==> src/rtl/load_exec_unit_pkg.sv <==
//------------------------------------------------------------------------------
// load_exec_unit_pkg
// Shared types and constants for the load execution unit: LW opcode, FSM
// state encoding, queue entry layout and effective-address helper.
// Revision: 1.0
//------------------------------------------------------------------------------
`default_nettype none

package load_exec_unit_pkg;

  localparam logic [5:0] OPC_LW = 6'b100011;

  typedef enum logic [1:0] {
    ST_IDLE = 2'd0,
    ST_REQ  = 2'd1,
    ST_WB   = 2'd2
  } state_t;

  typedef struct packed {
    logic [31:0] instr_no;
    logic [4:0]  rt;
    logic [31:0] ea;
    logic        misaligned;
  } entry_t;

  // Base plus sign-extended 16-bit displacement, wrapping modulo 2^32.
  function automatic logic [31:0] calc_ea(input logic [31:0] base,
                                          input logic [15:0] off);
    return base + {{16{off[15]}}, off};
  endfunction

endpackage

`default_nettype wire

==> src/rtl/load_exec_fifo.sv <==
//------------------------------------------------------------------------------
// load_exec_fifo
// Synchronous FIFO with asynchronous reset, head-of-queue read port and an
// occupancy count. Push when full and pop when empty are ignored.
// Revision: 1.0
//------------------------------------------------------------------------------
`default_nettype none

module load_exec_fifo #(
  parameter int DEPTH = 4,
  parameter int WIDTH = 70
) (
  input  logic                     clk,
  input  logic                     rst,
  input  logic                     push,
  input  logic [WIDTH-1:0]         wdata,
  input  logic                     pop,
  output logic [WIDTH-1:0]         rdata,
  output logic                     full,
  output logic                     empty,
  output logic [$clog2(DEPTH):0]   count
);

  localparam int AW = $clog2(DEPTH);
  localparam int CW = AW + 1;
  localparam logic [CW-1:0] FULL_CNT = CW'(DEPTH);

  logic [WIDTH-1:0] mem [DEPTH];
  logic [AW-1:0]    wr_ptr;
  logic [AW-1:0]    rd_ptr;
  logic             do_push;
  logic             do_pop;

  assign full    = (count == FULL_CNT);
  assign empty   = (count == '0);
  assign do_push = push & ~full;
  assign do_pop  = pop & ~empty;
  assign rdata   = mem[rd_ptr];

  // Storage array; contents are don't-care until written so no reset.
  always_ff @(posedge clk) begin
    if (do_push) begin
      mem[wr_ptr] <= wdata;
    end
  end

  // Pointers wrap naturally at DEPTH (power of 2); count tracks occupancy.
  always_ff @(posedge clk or posedge rst) begin
    if (rst) begin
      wr_ptr <= '0;
      rd_ptr <= '0;
      count  <= '0;
    end else begin
      if (do_push) begin
        wr_ptr <= wr_ptr + AW'(1);
      end
      if (do_pop) begin
        rd_ptr <= rd_ptr + AW'(1);
      end
      if (do_push && !do_pop) begin
        count <= count + CW'(1);
      end else if (do_pop && !do_push) begin
        count <= count - CW'(1);
      end
    end
  end

endmodule

`default_nettype wire

==> src/rtl/load_exec_unit.sv <==
//------------------------------------------------------------------------------
// load_exec_unit
// Accepts issued LW instructions, computes the effective address, queues the
// load, performs a handshaked data-memory read and presents the tagged result
// on the writeback port. Misaligned addresses and memory timeouts complete
// with an error flag and zero data.
// Revision: 1.0
//------------------------------------------------------------------------------
`default_nettype none

module load_exec_unit
  import load_exec_unit_pkg::*;
#(
  parameter int DEPTH       = 4,
  parameter int MEM_TIMEOUT = 16
) (
  input  logic        clk,
  input  logic        rst,
  input  logic        ld_valid,
  input  logic [31:0] ld_instr,
  input  logic [31:0] ld_instr_no,
  input  logic [31:0] ld_rs_val,
  output logic        ld_ready,
  output logic        ld_reject,
  output logic        mem_req,
  output logic [31:0] mem_addr,
  input  logic        mem_ack,
  input  logic [31:0] mem_rdata,
  output logic        wb_valid,
  output logic [31:0] wb_instr_no,
  output logic [4:0]  wb_rt,
  output logic [31:0] wb_data,
  output logic        wb_err,
  input  logic        wb_ack,
  output logic [2:0]  pending
);

  localparam int CW = $clog2(DEPTH) + 1;
  localparam int TW = $clog2(MEM_TIMEOUT);
  localparam logic [TW-1:0] TMO_LAST = TW'(MEM_TIMEOUT - 1);

  state_t        state;
  logic [TW-1:0] tmo_cnt;
  logic [31:0]   fl_instr_no;
  logic [4:0]    fl_rt;

  logic          is_lw;
  logic          accept;
  logic          push;
  logic          pop;
  logic          fifo_full;
  logic          fifo_empty;
  logic [CW-1:0] count;
  logic [31:0]   ea;
  entry_t        new_entry;
  entry_t        head;

  assign is_lw  = (ld_instr[31:26] == OPC_LW);
  assign accept = ld_valid & ld_ready;
  assign push   = accept & is_lw;
  assign pop    = (state == ST_IDLE) & ~fifo_empty;

  assign ea                   = calc_ea(ld_rs_val, ld_instr[15:0]);
  assign new_entry.instr_no   = ld_instr_no;
  assign new_entry.rt         = ld_instr[20:16];
  assign new_entry.ea         = ea;
  assign new_entry.misaligned = (ea[1:0] != 2'b00);

  // No full bypass: readiness depends only on the registered count.
  assign ld_ready = ~fifo_full;
  assign pending  = 3'(count) + {2'b00, (state != ST_IDLE)};

  load_exec_fifo #(
    .DEPTH (DEPTH),
    .WIDTH ($bits(entry_t))
  ) u_fifo (
    .clk   (clk),
    .rst   (rst),
    .push  (push),
    .wdata (new_entry),
    .pop   (pop),
    .rdata (head),
    .full  (fifo_full),
    .empty (fifo_empty),
    .count (count)
  );

  // One-cycle pulse after a non-LW instruction was offered and dropped.
  always_ff @(posedge clk or posedge rst) begin
    if (rst) begin
      ld_reject <= 1'b0;
    end else begin
      ld_reject <= accept & ~is_lw;
    end
  end

  // Access sequencer: pop head, issue read (or fail fast), hold writeback.
  always_ff @(posedge clk or posedge rst) begin
    if (rst) begin
      state       <= ST_IDLE;
      tmo_cnt     <= '0;
      mem_req     <= 1'b0;
      mem_addr    <= '0;
      wb_valid    <= 1'b0;
      wb_instr_no <= '0;
      wb_rt       <= '0;
      wb_data     <= '0;
      wb_err      <= 1'b0;
      fl_instr_no <= '0;
      fl_rt       <= '0;
    end else begin
      case (state)
        ST_IDLE: begin
          if (pop) begin
            fl_instr_no <= head.instr_no;
            fl_rt       <= head.rt;
            if (head.misaligned) begin
              state       <= ST_WB;
              wb_valid    <= 1'b1;
              wb_err      <= 1'b1;
              wb_data     <= '0;
              wb_instr_no <= head.instr_no;
              wb_rt       <= head.rt;
            end else begin
              state    <= ST_REQ;
              mem_req  <= 1'b1;
              mem_addr <= head.ea;
              tmo_cnt  <= '0;
            end
          end
        end
        ST_REQ: begin
          if (mem_ack) begin
            state       <= ST_WB;
            mem_req     <= 1'b0;
            wb_valid    <= 1'b1;
            wb_err      <= 1'b0;
            wb_data     <= mem_rdata;
            wb_instr_no <= fl_instr_no;
            wb_rt       <= fl_rt;
          end else if (tmo_cnt == TMO_LAST) begin
            state       <= ST_WB;
            mem_req     <= 1'b0;
            wb_valid    <= 1'b1;
            wb_err      <= 1'b1;
            wb_data     <= '0;
            wb_instr_no <= fl_instr_no;
            wb_rt       <= fl_rt;
          end else begin
            tmo_cnt <= tmo_cnt + TW'(1);
          end
        end
        ST_WB: begin
          if (wb_ack) begin
            wb_valid <= 1'b0;
            state    <= ST_IDLE;
          end
        end
        default: begin
          state <= ST_IDLE;
        end
      endcase
    end
  end

endmodule

`default_nettype wire

==> config.mk <==
export PLATFORM = sky130hd
export DESIGN_NAME = load_exec_unit
export DESIGN_NICKNAME = d
export VERILOG_FILES = /design/src/rtl/load_exec_unit_pkg.sv /design/src/rtl/load_exec_fifo.sv /design/src/rtl/load_exec_unit.sv
export SDC_FILE = /design/constraint.sdc
export NUM_CORES = 1
export LEC_CHECK = 0
export ABC_AREA = 1
export BUFFER_PORTS_ARGS = -buffer_cell sky130_fd_sc_hd__buf_4
export CORE_MARGIN = 2
export CORE_UTILIZATION = 50
export CTS_CLUSTER_SIZE = 12
export DETAILED_ROUTE_END_ITERATION = 12
export GPL_TIMING_DRIVEN = 0
export PLACE_DENSITY = 0.75
export SYNTH_ARGS = -nofsm -noshare
export SYNTH_HDL_FRONTEND = slang
export SYNTH_SLANG_ARGS = --single-unit
==> constraint.sdc <==
create_clock -name clk -period 11.4 [get_ports clk]
set_input_delay 0.57 -clock clk [delete_from_list [all_inputs] [get_ports clk]]
set_output_delay 0.57 -clock clk [all_outputs]
set_load 0.02 [all_outputs]
==> summary.md, run 1 <==
| Metric | Value |
|---|---|
| Post-synth EDFFs | 280 |
| GRT Residual Overflow | 0 |
| CTS resizes | 0 |
| Routed wire per std cell | 17.4 um |
| Final hold violations | 0 |
| Largest cells by area after synthesis | edfxtp_1, dfrtp_1, nand2_1 |
| IO Port Bufs | 236 |
| Root Buffer | clkbuf_16 |
| Ys flop type | edfxtp_1 |
| Htree depth | 2 |
| Share of post-route cells with drive strength above 1 | 0.168 |
| Number of routed nets with antenna violations | 0 |
| # hold bufs at CTS | 0 |
| Mapped Nets | 2077 |
| Pwr Density | 248 nW/um^2 |
| # IOs | 242 |
| Multi-input logic area | 6070 um^2 |
| Fill cell count | 3093 |
| Drt via density | 5.34 |
| CTS tree | yes |
| Worst Skew | 15.8 ps |
| Drt drc | 0 |
| Logic pwr share | 0.404 |
| Delay-heaviest family, CP | buffers and inverters |
| GP Congestion | 0.901 |
| Yosys top cell area share | 0.436 |
| RSZ-0062 raised after global routing | false |
| Status | completed |
| Proportion of power drawn by flip-flops and latches | 0.370 |
| Vias | 14.6k |
| Most common cell after layout, fill and taps aside | nand2_1 |
| CP Class | reg2reg |
| Buffers & Inverters on Critical Path | 4 |
| Net Switching | 2.24 mW |
| Crit. End Element | flop |
| DR iter-0 viols | 1257 |
| Reg area | 12300 um^2 |
| Launching element type of the critical path | flop |
| CP max stage delay | 590 ps |
| Slowest-stage cell, CP | clkbuf_1 |
| Row cnt | 71 |
| Clk sinks | 435 |
| Vias in the first global route | 14.4k |
| Max_slew headroom | 0.393 |
| Slew @ Worst Pin | 909 ps |
| Die Span Y | 200 um |
| Setup Buffers After CTS | 0 |
| Crit share post-route | 0.284 |
| Post-layout minimum cycle time | 3240 ps |
| Maximum vdd drop | 0.109 mV |
| Clk pwr share | 0.226 |
| Synth Cell Area | 19300 um^2 |
| Cell variety after synth | 36 |
| Worst Hold Class | in2async |
| GRT Total Usage | 0.235 |
| Crit-path max FO | 10 |
| Seq/Total Area, Yosys | 0.638 |
| Overall routed net length | 47.6 mm |
| Die Wd | 200 um |
| Max_cap viols | 0 |
| Core box area | 37800 um^2 |
| Synth Warn # | 0 |
| Skew-Pair Late Insertion Delay | 540 ps |
| Antenna violations before repair | 1 |
| Most frequent cells in the layout | nand2_1, edfxtp_1, buf_4, dfrtp_1, nand3_1 |
| Yosys top cell by area | edfxtp_1 |
| LEAKAGE | 10.5 nW |
| Cell Int Power | 3.51 mW |
| Final setup vio count | 0 |
| P&R area growth vs syn | 20.3% |
| Setup TNS | 0 ps |
| CP cell instances | inv_1 > nand3_1 > nand2_1 > buf_2 > clkbuf_1 > ha_1 > inv_1 > fa_1 > nor2_1 > nor2_1 > nand2_1 > xor2_1 |
| CTS Buf Count | 43 |
| DR pass1 iterations | 5 |
| Async S/R FF share, synth | 0.356 |
| Switching part of the total power | 0.390 |
| Starting Density | 0.509 |
| Number of synthesized register bits | 435 |
| Die ar. | 40100 um^2 |
| Worst Path Arrival | 3690 ps |
| CP Data Required Time | 11860 ps |
| F_max | 309 MHz |
| Hold WS | 130 ps |
| Mean Syn Cell Area | 10.1 um^2 |
| Clk slew on worst S/H paths | 60 ps |
| Final Net Count | 2367 |
| Largest net degree at the start of global routing | 92 |
| Global-route wire length before repair | 75.3 mm |
| Mapped Cells | 1903 |
| Slew Viols, Final | 0 |
| HPWL Detailed | 33.5 mm |
| Clock buffer depth | 3 |
stage by stage:
| stage | total power [mW] | cells | cell area (um^2) | util | setup WS, ps |
|---|---|---|---|---|---|
| after global routing | 6.10 | 2738 | 23200 | 0.613 | 8030 |
| after global placement | 4.40 | 2650 | 21700 | 0.573 | 4280 |
| final | 5.75 | 2738 | 23200 | 0.613 | 8160 |
| after floorplan | 3.61 | 1903 | 19300 | - | 6650 |
| after CTS | 5.78 | 2737 | 23200 | 0.612 | 8210 |
| after detailed placement | 4.47 | 2659 | 21900 | 0.579 | 8180 |
kinds of logic after synthesis:
group / count (synthesis) / synth area share
AND/OR/NAND/NOR: 947 / 0.197
flip-flops: 435 / 0.638
AO/OA/AOI/OAI: 234 / 0.0794
buffers and inverters: 225 / 0.0485
adder cells (fa/ha/maj): 41 / 0.0274
XOR/XNOR: 21 / 0.00955
worst paths after layout:
kind	start	endpoint	slack [ps]	cells past startpoint
max	u_fifo.count[0]	u_fifo.count[2]	8160	12
min	rst	fl_instr_no[11]	130	2
max reg2reg	u_fifo.count[0]	u_fifo.count[2]	8160	12
min reg2reg	mem_addr[9]	mem_addr[9]	470	2
max in group asynchronous	rst	fl_rt[0]	10410	3
min in group clk	ld_instr_no[11]	u_fifo.mem[3][49]	230	1
power by group through the flow:
stage / combinational (mW) / sequential [mW] / clock [mW]
after floorplan: 1.28 / 2.33 / 0
after global placement: 2.26 / 2.14 / 0
after detailed placement: 2.32 / 2.15 / 0
after CTS: 2.33 / 2.13 / 1.31
after global routing: 2.57 / 2.16 / 1.37
final: 2.32 / 2.13 / 1.30
cell usage after synthesis (all sizes together), types with 2 or more instances:
cell type	count
a21oi	23
a22o	32
and2	2
buf	43
clkbuf	43
dfrtp	155
edfxtp	280
fa	2
ha	39
inv	139
nand2	667
nand3	142
nand4	6
nor2	125
o211ai	37
o21ai	106
o21bai	2
o22ai	32
or2	3
xnor2	4
xor2	17
state kept, by name (all words and copies together), names as in the netlist:
name	flops
wb_err	1
ld_reject	1
u_fifo.count	3
wb_data	32
u_fifo.wr_ptr	2
mem_req	1
u_fifo.mem	280
tmo_cnt	4
wb_valid	1
fl_instr_no	32
mem_addr	32
state	2
fl_rt	5
wb_instr_no	32
wb_rt	5
u_fifo.rd_ptr	2
metal layers:
metal  vias up  wire length (um)  GRT usage
met5         -                 0          0
met4         0              1350     0.0778
met3       102              3170     0.0316
met2       577             23400      0.411
met1      6983             19700      0.304
li1       6956                 -          -
area by class of cell:
cell class / instances / area share
sequential: 435 / 0.530
multi-input combinational: 1243 / 0.262
timing repair buffer: 245 / 0.0848
clock buffer: 76 / 0.0545
tap: 511 / 0.0276
inverter: 139 / 0.0228
buffer: 86 / 0.0177
clock inverter: 2 / 0.000432
antenna: 1 / 0.000108
Note: power is estimated with default switching activity, not from simulation.
==> inputs of run 2 (changes only) <==
Settings changed: PLACE_DENSITY 0.75 to 0.78.
Clock period 11.4 ns to 2.9 ns, I/O delays scaled along.
==> run 2 against run 1 <==
Global-route usage up 2.3 points. Setup slack worse by 8000 ps. Combinational power grew to 4.1 times the previous value. Critical endpoint unchanged.
==> summary.md, run 2 (same netlist as run 1, synthesis figures left out) <==
| Metric | Value |
|---|---|
| Status | completed (unchanged) |
| CTS resizes | 0 (unchanged) |
| Worst Skew | 17.5 ps (was 15.8 ps) |
| Die Wd | 200 um (unchanged) |
| CP Class | reg2reg (unchanged) |
| Row cnt | 71 (unchanged) |
| Worst R2R Setup Slack | 140 ps (was 8160 ps) |
| Share of post-route cells with drive strength above 1 | 0.162 (was 0.168) |
| CP Data Required Time | 3360 ps (was 11860 ps) |
| Most frequent cells in the layout | nand2_1, edfxtp_1, buf_4, dfrtp_1, nand3_1 (unchanged) |
| Clk sinks | 435 (unchanged) |
| Crit-path max FO | 19 (was 10) |
| Setup Buffers After CTS | 0 (unchanged) |
| Setup TNS | 0 ps (unchanged) |
| Starting Density | 0.509 (unchanged) |
| Slew @ Worst Pin | 1100 ps (was 909 ps) |
| DR pass1 iterations | 6 (was 5) |
| DR iter-0 viols | 1526 (was 1257) |
| Worst Hold Class | in2reg (was in2async) |
| # IOs | 242 (unchanged) |
| GRT Residual Overflow | 0 (unchanged) |
| Vias in the first global route | 15.2k (was 14.4k) |
| Core box area | 37800 um^2 (unchanged) |
| Clk slew on worst S/H paths | 60 ps (about the same) |
| GRT Total Usage | 0.259 (was 0.235) |
| Number of routed nets with antenna violations | 0 (unchanged) |
| Global-route wire length before repair | 82.6 mm (was 75.3 mm) |
| Htree depth | 2 (unchanged) |
| Most common cell after layout, fill and taps aside | nand2_1 (unchanged) |
| HPWL Detailed | 34.6 mm (was 33.5 mm) |
| Skew-Pair Late Insertion Delay | 550 ps (was 540 ps) |
| Routed wire per std cell | 18.6 um (was 17.4 um) |
| Final hold violations | 0 (unchanged) |
| Core Util, Final | 0.632 (was 0.613) |
| Slew Viols, Final | 0 (unchanged) |
| CTS tree | yes (unchanged) |
| Root Buffer | clkbuf_16 (unchanged) |
| Die Span Y | 200 um (unchanged) |
| P&R area growth vs syn | 24.2% (was 20.3%) |
| LEAKAGE | 10.8 nW (was 10.5 nW) |
| IO Port Bufs | 236 (unchanged) |
| Crit. End Element | flop (unchanged) |
| Antenna violations before repair | 2 (was 1) |
| Worst Path Arrival | 3220 ps (was 3690 ps) |
| Launching element type of the critical path | flop (unchanged) |
| Final setup vio count | 0 (unchanged) |
| Top reg by flops | u_fifo.mem (unchanged) |
| Crit share post-route | 0.951 (was 0.284) |
| Die ar. | 40100 um^2 (unchanged) |
| Largest net degree at the start of global routing | 45 (was 92) |
| Clock buffer depth | 3 (unchanged) |
| Maximum vdd drop | 0.471 mV (was 0.109 mV) |
| RSZ-0062 raised after global routing | false (unchanged) |
| Overall routed net length | 52.4 mm (was 47.6 mm) |
| Vias | 15.3k (was 14.6k) |
| Max reg flops | 280 (unchanged) |
| Post-layout minimum cycle time | 2760 ps (was 3240 ps) |
| Final Net Count | 2443 (was 2367) |
| Max_cap viols | 0 (unchanged) |
| CTS Buf Count | 42 (was 43) |
| F_max | 363 MHz (was 309 MHz) |
| Max_slew headroom | 0.264 (was 0.393) |
| Drt drc | 0 (unchanged) |
| GP Congestion | 0.887 (was 0.901) |
| Drt via density | 5.44 (was 5.34) |
| Pwr Density | 958 nW/um^2 (was 248 nW/um^2) |
run 2: cell count changes in the layout (fill, tap and decap cells not counted), moves of 2 or more:
cell           before  now
buf_12              7   10
clkbuf_8            2    0
clkinv_2            2    0
dlygate4sd3_1       0   75
run 2: report_power, final:
group | internal, mW | switching [mW]
Sequential | 7.74 | 0.687
Combinational | 3.20 | 6.24
Clock | 2.87 | 2.19
run 2: final cells by class:
type / instances / area [um^2]
Inverter: 139 / 528
Fill cell: 2849 / 13900
Clock buffer: 75 / 1240
Clock inverter: 1 / 3.75
Tap cell: 511 / 639
Timing Repair Buffer: 322 / 2750
Buffer: 85 / 407
Sequential cell: 435 / 12300
Multi-Input combinational cell: 1244 / 6080
Antenna cell: 1 / 2.50
run 2: path summary, 6_finish.rpt:
path,end,from,cells after the start
worst min register to register,mem_addr[22],mem_addr[22],2
max in group asynchronous,fl_instr_no[8],rst,4
worst max register to register,u_fifo.count[2],u_fifo.count[0],11
worst max-delay path,u_fifo.count[2],u_fifo.count[0],11
min in group asynchronous,ld_reject,rst,3
worst min-delay path,u_fifo.mem[1][1],ld_rs_val[0],2
run 2: timing repair:
| item | 4_1_cts | 5_1_grt |
|---|---|---|
| hold endpoints to repair | 212 | 0 |
| hold buffers | 75 | 0 |
| cloned | 0 | 1 |
| pin swaps | 0 | 1 |
| setup endpoints to repair | 2 | 19 |
run 2: routing by layer:
layer,track usage,wire length (um),share of wire,vias to the layer above
met4,0.0796,1620,0.031,2
li1,-,-,-,7116
met5,0,17,0.00032,-
met3,0.0402,4020,0.077,120
met2,0.454,26400,0.50,692
met1,0.331,20400,0.39,7385
run 2: worst max-delay path, stage by stage, from the launching register on:
cell	delay [ps]
dfrtp_1	440
inv_1	130
nand3_1	170
nand2_1	320
buf_2	500
ha_1	220
inv_1	70
fa_1	400
nor2_1	140
nor2_1	60
nand2_1	70
xor2_1	150
run 2: metrics by stage:
| step | area [um^2] | worst slack (ps) | hold WS, ps | total power, mW | std cells |
|---|---|---|---|---|---|
| final | 23900 | 142 | 50.5 | 22.9 | 2813 |
| after global routing | 23900 | 30.5 | 42.7 | 24.2 | 2813 |
| after CTS | 23900 | 90.1 | 29.6 | 22.7 | 2811 |
| after detailed placement | 21900 | -220 | 347 | 17.6 | 2661 |
| after global placement | 21700 | -1740 | 343 | 17.3 | 2650 |
| after floorplan | 19300 | -400 | 244 | 14.2 | 1903 |
==> inputs of run 3 (changes only) <==
--- a/config.mk
+++ b/config.mk
@@ -8,5 +8,5 @@
 export ABC_AREA = 1
 export BUFFER_PORTS_ARGS = -buffer_cell sky130_fd_sc_hd__buf_4
-export CORE_MARGIN = 2
+export CORE_MARGIN = 5
 export CORE_UTILIZATION = 50
 export CTS_CLUSTER_SIZE = 12
==> constraint.sdc (replaced) <==
create_clock -name clk -period 2.9 [get_ports clk]
set_input_delay 0.87 -clock clk [delete_from_list [all_inputs] [get_ports clk]]
set_output_delay 0.87 -clock clk [all_outputs]
set_load 0.02 [all_outputs]
==> run 3 against run 2 <==
Sequential share of layout area increased by 1.2 points. Flip-flop and latch count unchanged. Critical path type is now reg2out. Die area increased by 6.1%. Largest cell class unchanged. Critical path depth decreased by 5. Final cell count decreased by 2.3%.
==> summary.md, run 3 (same netlist as run 1, synthesis figures left out) <==
| Metric | Value |
|---|---|
| Routed wire per std cell | 18.0 um (was 18.6 um) |
| Most frequent cells in the layout | nand2_1, edfxtp_1, buf_4, dfrtp_1, nand3_1 (unchanged) |
| GRT Residual Overflow | 0 (unchanged) |
| CP Class | reg2out (was reg2reg) |
| Maximum vdd drop | 0.434 mV (was 0.471 mV) |
| RSZ-0062 raised after global routing | false (unchanged) |
| Largest net degree at the start of global routing | 32 (was 45) |
| Htree depth | 2 (unchanged) |
| Final hold violations | 0 (unchanged) |
| Final setup vio count | 0 (unchanged) |
| Post-Place Cells | 2671 (was 2661) |
| Worst Hold Class | in2async (was in2reg) |
| Share of post-route cells with drive strength above 1 | 0.173 (was 0.162) |
| GRT Total Usage | 0.228 (was 0.259) |
| Slowest-stage cell, CP | dfrtp_1 (was buf_2) |
| Worst Skew | 9.48 ps (was 17.5 ps) |
| CTS Buf Count | 44 (was 42) |
| LEAKAGE | 10.6 nW (was 10.8 nW) |
| F_max | 353 MHz (was 363 MHz) |
| Max_slew headroom | 0.437 (was 0.264) |
| Number of routed nets with antenna violations | 0 (unchanged) |
| Worst Path Arrival | 1960 ps (was 3220 ps) |
| Crit share post-route | 0.977 (was 0.951) |
| CP Data Required Time | 2030 ps (was 3360 ps) |
| Core box area | 38400 um^2 (was 37800 um^2) |
| Hold WS | 459 ps (was 50.5 ps) |
| Slew @ Worst Pin | 842 ps (was 1100 ps) |
| Finished layout cell area | 23400 um^2 (was 23900 um^2) |
| Top reg by flops | u_fifo.mem (unchanged) |
| Final Net Count | 2373 (was 2443) |
| Clk sinks | 435 (unchanged) |
| Row cnt | 72 (was 71) |
| DP Area | 22000 um^2 (was 21900 um^2) |
| DR iter-0 viols | 1390 (was 1526) |
| Post-layout minimum cycle time | 2830 ps (was 2760 ps) |
| Root Buffer | clkbuf_16 (unchanged) |
| Max_cap viols | 0 (unchanged) |
| Overall routed net length | 49.5 mm (was 52.4 mm) |
| Crit. End Element | primary output (was flop) |
| Antenna violations before repair | 2 (unchanged) |
| Launching element type of the critical path | flop (unchanged) |
| Clock buffer depth | 3 (unchanged) |
| Slew Viols, Final | 0 (unchanged) |
| Crit-path most repeated cell | ha_1 |
| CP max stage delay | 470 ps (was 500 ps) |
| Die Wd | 206 um (was 200 um) |
| Starting Density | 0.502 (was 0.509) |
| Drt drc | 0 (unchanged) |
| Skew-Pair Late Insertion Delay | 530 ps (was 550 ps) |
| Max reg flops | 280 (unchanged) |
| GP Congestion | 0.896 (was 0.887) |
| P&R area growth vs syn | 21.3% (was 24.2%) |
| CP cell instances | nor2_4 > inv_1 > ha_1 > ha_1 > xor2_1 > buf_4 (was inv_1 > nand3_1 > nand2_1 > buf_2 > ha_1 > inv_1 > fa_1 > nor2_1 > nor2_1 > nand2_1 > xor2_1) |
| Die Span Y | 206 um (was 200 um) |
| Tot Pwr | 22.9 mW (about the same) |
| HPWL Detailed | 35.0 mm (was 34.6 mm) |
| CTS tree | yes (unchanged) |
| IO Port Bufs | 236 (unchanged) |
| Drt via density | 5.34 (was 5.44) |
| Global-route wire length before repair | 77.2 mm (was 82.6 mm) |
| Crit-path max FO | 5 (was 19) |
| DR pass1 iterations | 7 (was 6) |
| Antenna cell count | 0 (was 1) |
| Vias | 14.7k (was 15.3k) |
| Most common cell after layout, fill and taps aside | nand2_1 (unchanged) |
| Clk slew on worst S/H paths | 60 ps (about the same) |
| Pwr Density | 982 nW/um^2 (was 958 nW/um^2) |
| # IOs | 242 (unchanged) |
| Die ar. | 42600 um^2 (was 40100 um^2) |
| Status | completed (unchanged) |
| Vias in the first global route | 14.7k (was 15.2k) |
| Post-Layout Cell Count | 2749 (was 2813) |
-- run 3: cell count changes in the layout (fill, tap and decap cells not counted), moves of 2 or more --
cell	delta
dlygate4sd3_1	-75
clkbuf_1	-6
buf_12	+3
clkinv_2	+3
bufinv_16	+2
clkbuf_8	+2
nor2_2	-2
-- run 3: through the flow --
step                      setup TNS (ps)  setup WS [ps]  utilization
after detailed placement           -2970           -200        0.574
after floorplan                  -135820          -1940            -
after global routing                   0           10.1        0.609
final                                  0           65.5        0.609
after global placement           -642800          -4260        0.567
after CTS                              0           37.5        0.609
-- run 3: what timing repair did --
action,in CTS,in global routing
buffers inserted,1,0
resized for setup,1,0
endpoints found under the setup margin,4,0
hold buffers,0,0
-- run 3: area by class of cell --
| type | instances | area [um^2] |
|---|---|---|
| Buffer | 85 | 407 |
| Clock buffer | 71 | 1240 |
| Clock inverter | 7 | 82.6 |
| Fill cell | 3110 | 15000 |
| Inverter | 139 | 528 |
| Multi-Input combinational cell | 1243 | 6110 |
| Sequential cell | 435 | 12300 |
| Tap cell | 518 | 648 |
| Timing Repair Buffer | 251 | 2070 |
-- run 3: worst paths after layout --
| kind | from | to | slack (ps) | cells past startpoint |
|---|---|---|---|---|
| hold / removal | rst | mem_addr[8] | 460 | 2 |
| min in group clk | mem_addr[20] | mem_addr[20] | 470 | 2 |
| max in group asynchronous | rst | wb_instr_no[9] | 1450 | 5 |
| hold reg to reg | mem_addr[20] | mem_addr[20] | 470 | 2 |
| setup / recovery | state[1] | pending[2] | 70 | 6 |
| setup reg to reg | u_fifo.count[0] | u_fifo.count[2] | 130 | 11 |
-- run 3: routing by layer --
layer / up-vias / part of all wire / track usage
met5: - / 0.00055 / 0
met4: 4 / 0.028 / 0.0627
met3: 101 / 0.081 / 0.0397
met2: 580 / 0.49 / 0.397
met1: 7030 / 0.40 / 0.297
li1: 6974 / - / -
-- run 3: worst max-delay path: cells and delay by family, from the launching register on --
family / cells / cell delay (ps)
flops: 1 / 470
fa+ha+maj: 2 / 390
buf+inv: 2 / 230
simple gates: 1 / 190
xor+xnor: 1 / 160
-- run 3: report_power, final --
group	switching [mW]	leakage, nW	internal (mW)	total [mW]
Combinational	6.14	5.45	3.16	9.29
Sequential	0.631	4.46	7.74	8.38
Clock	2.18	0.640	3.10	5.27
Total	8.95	10.6	14.0	22.9
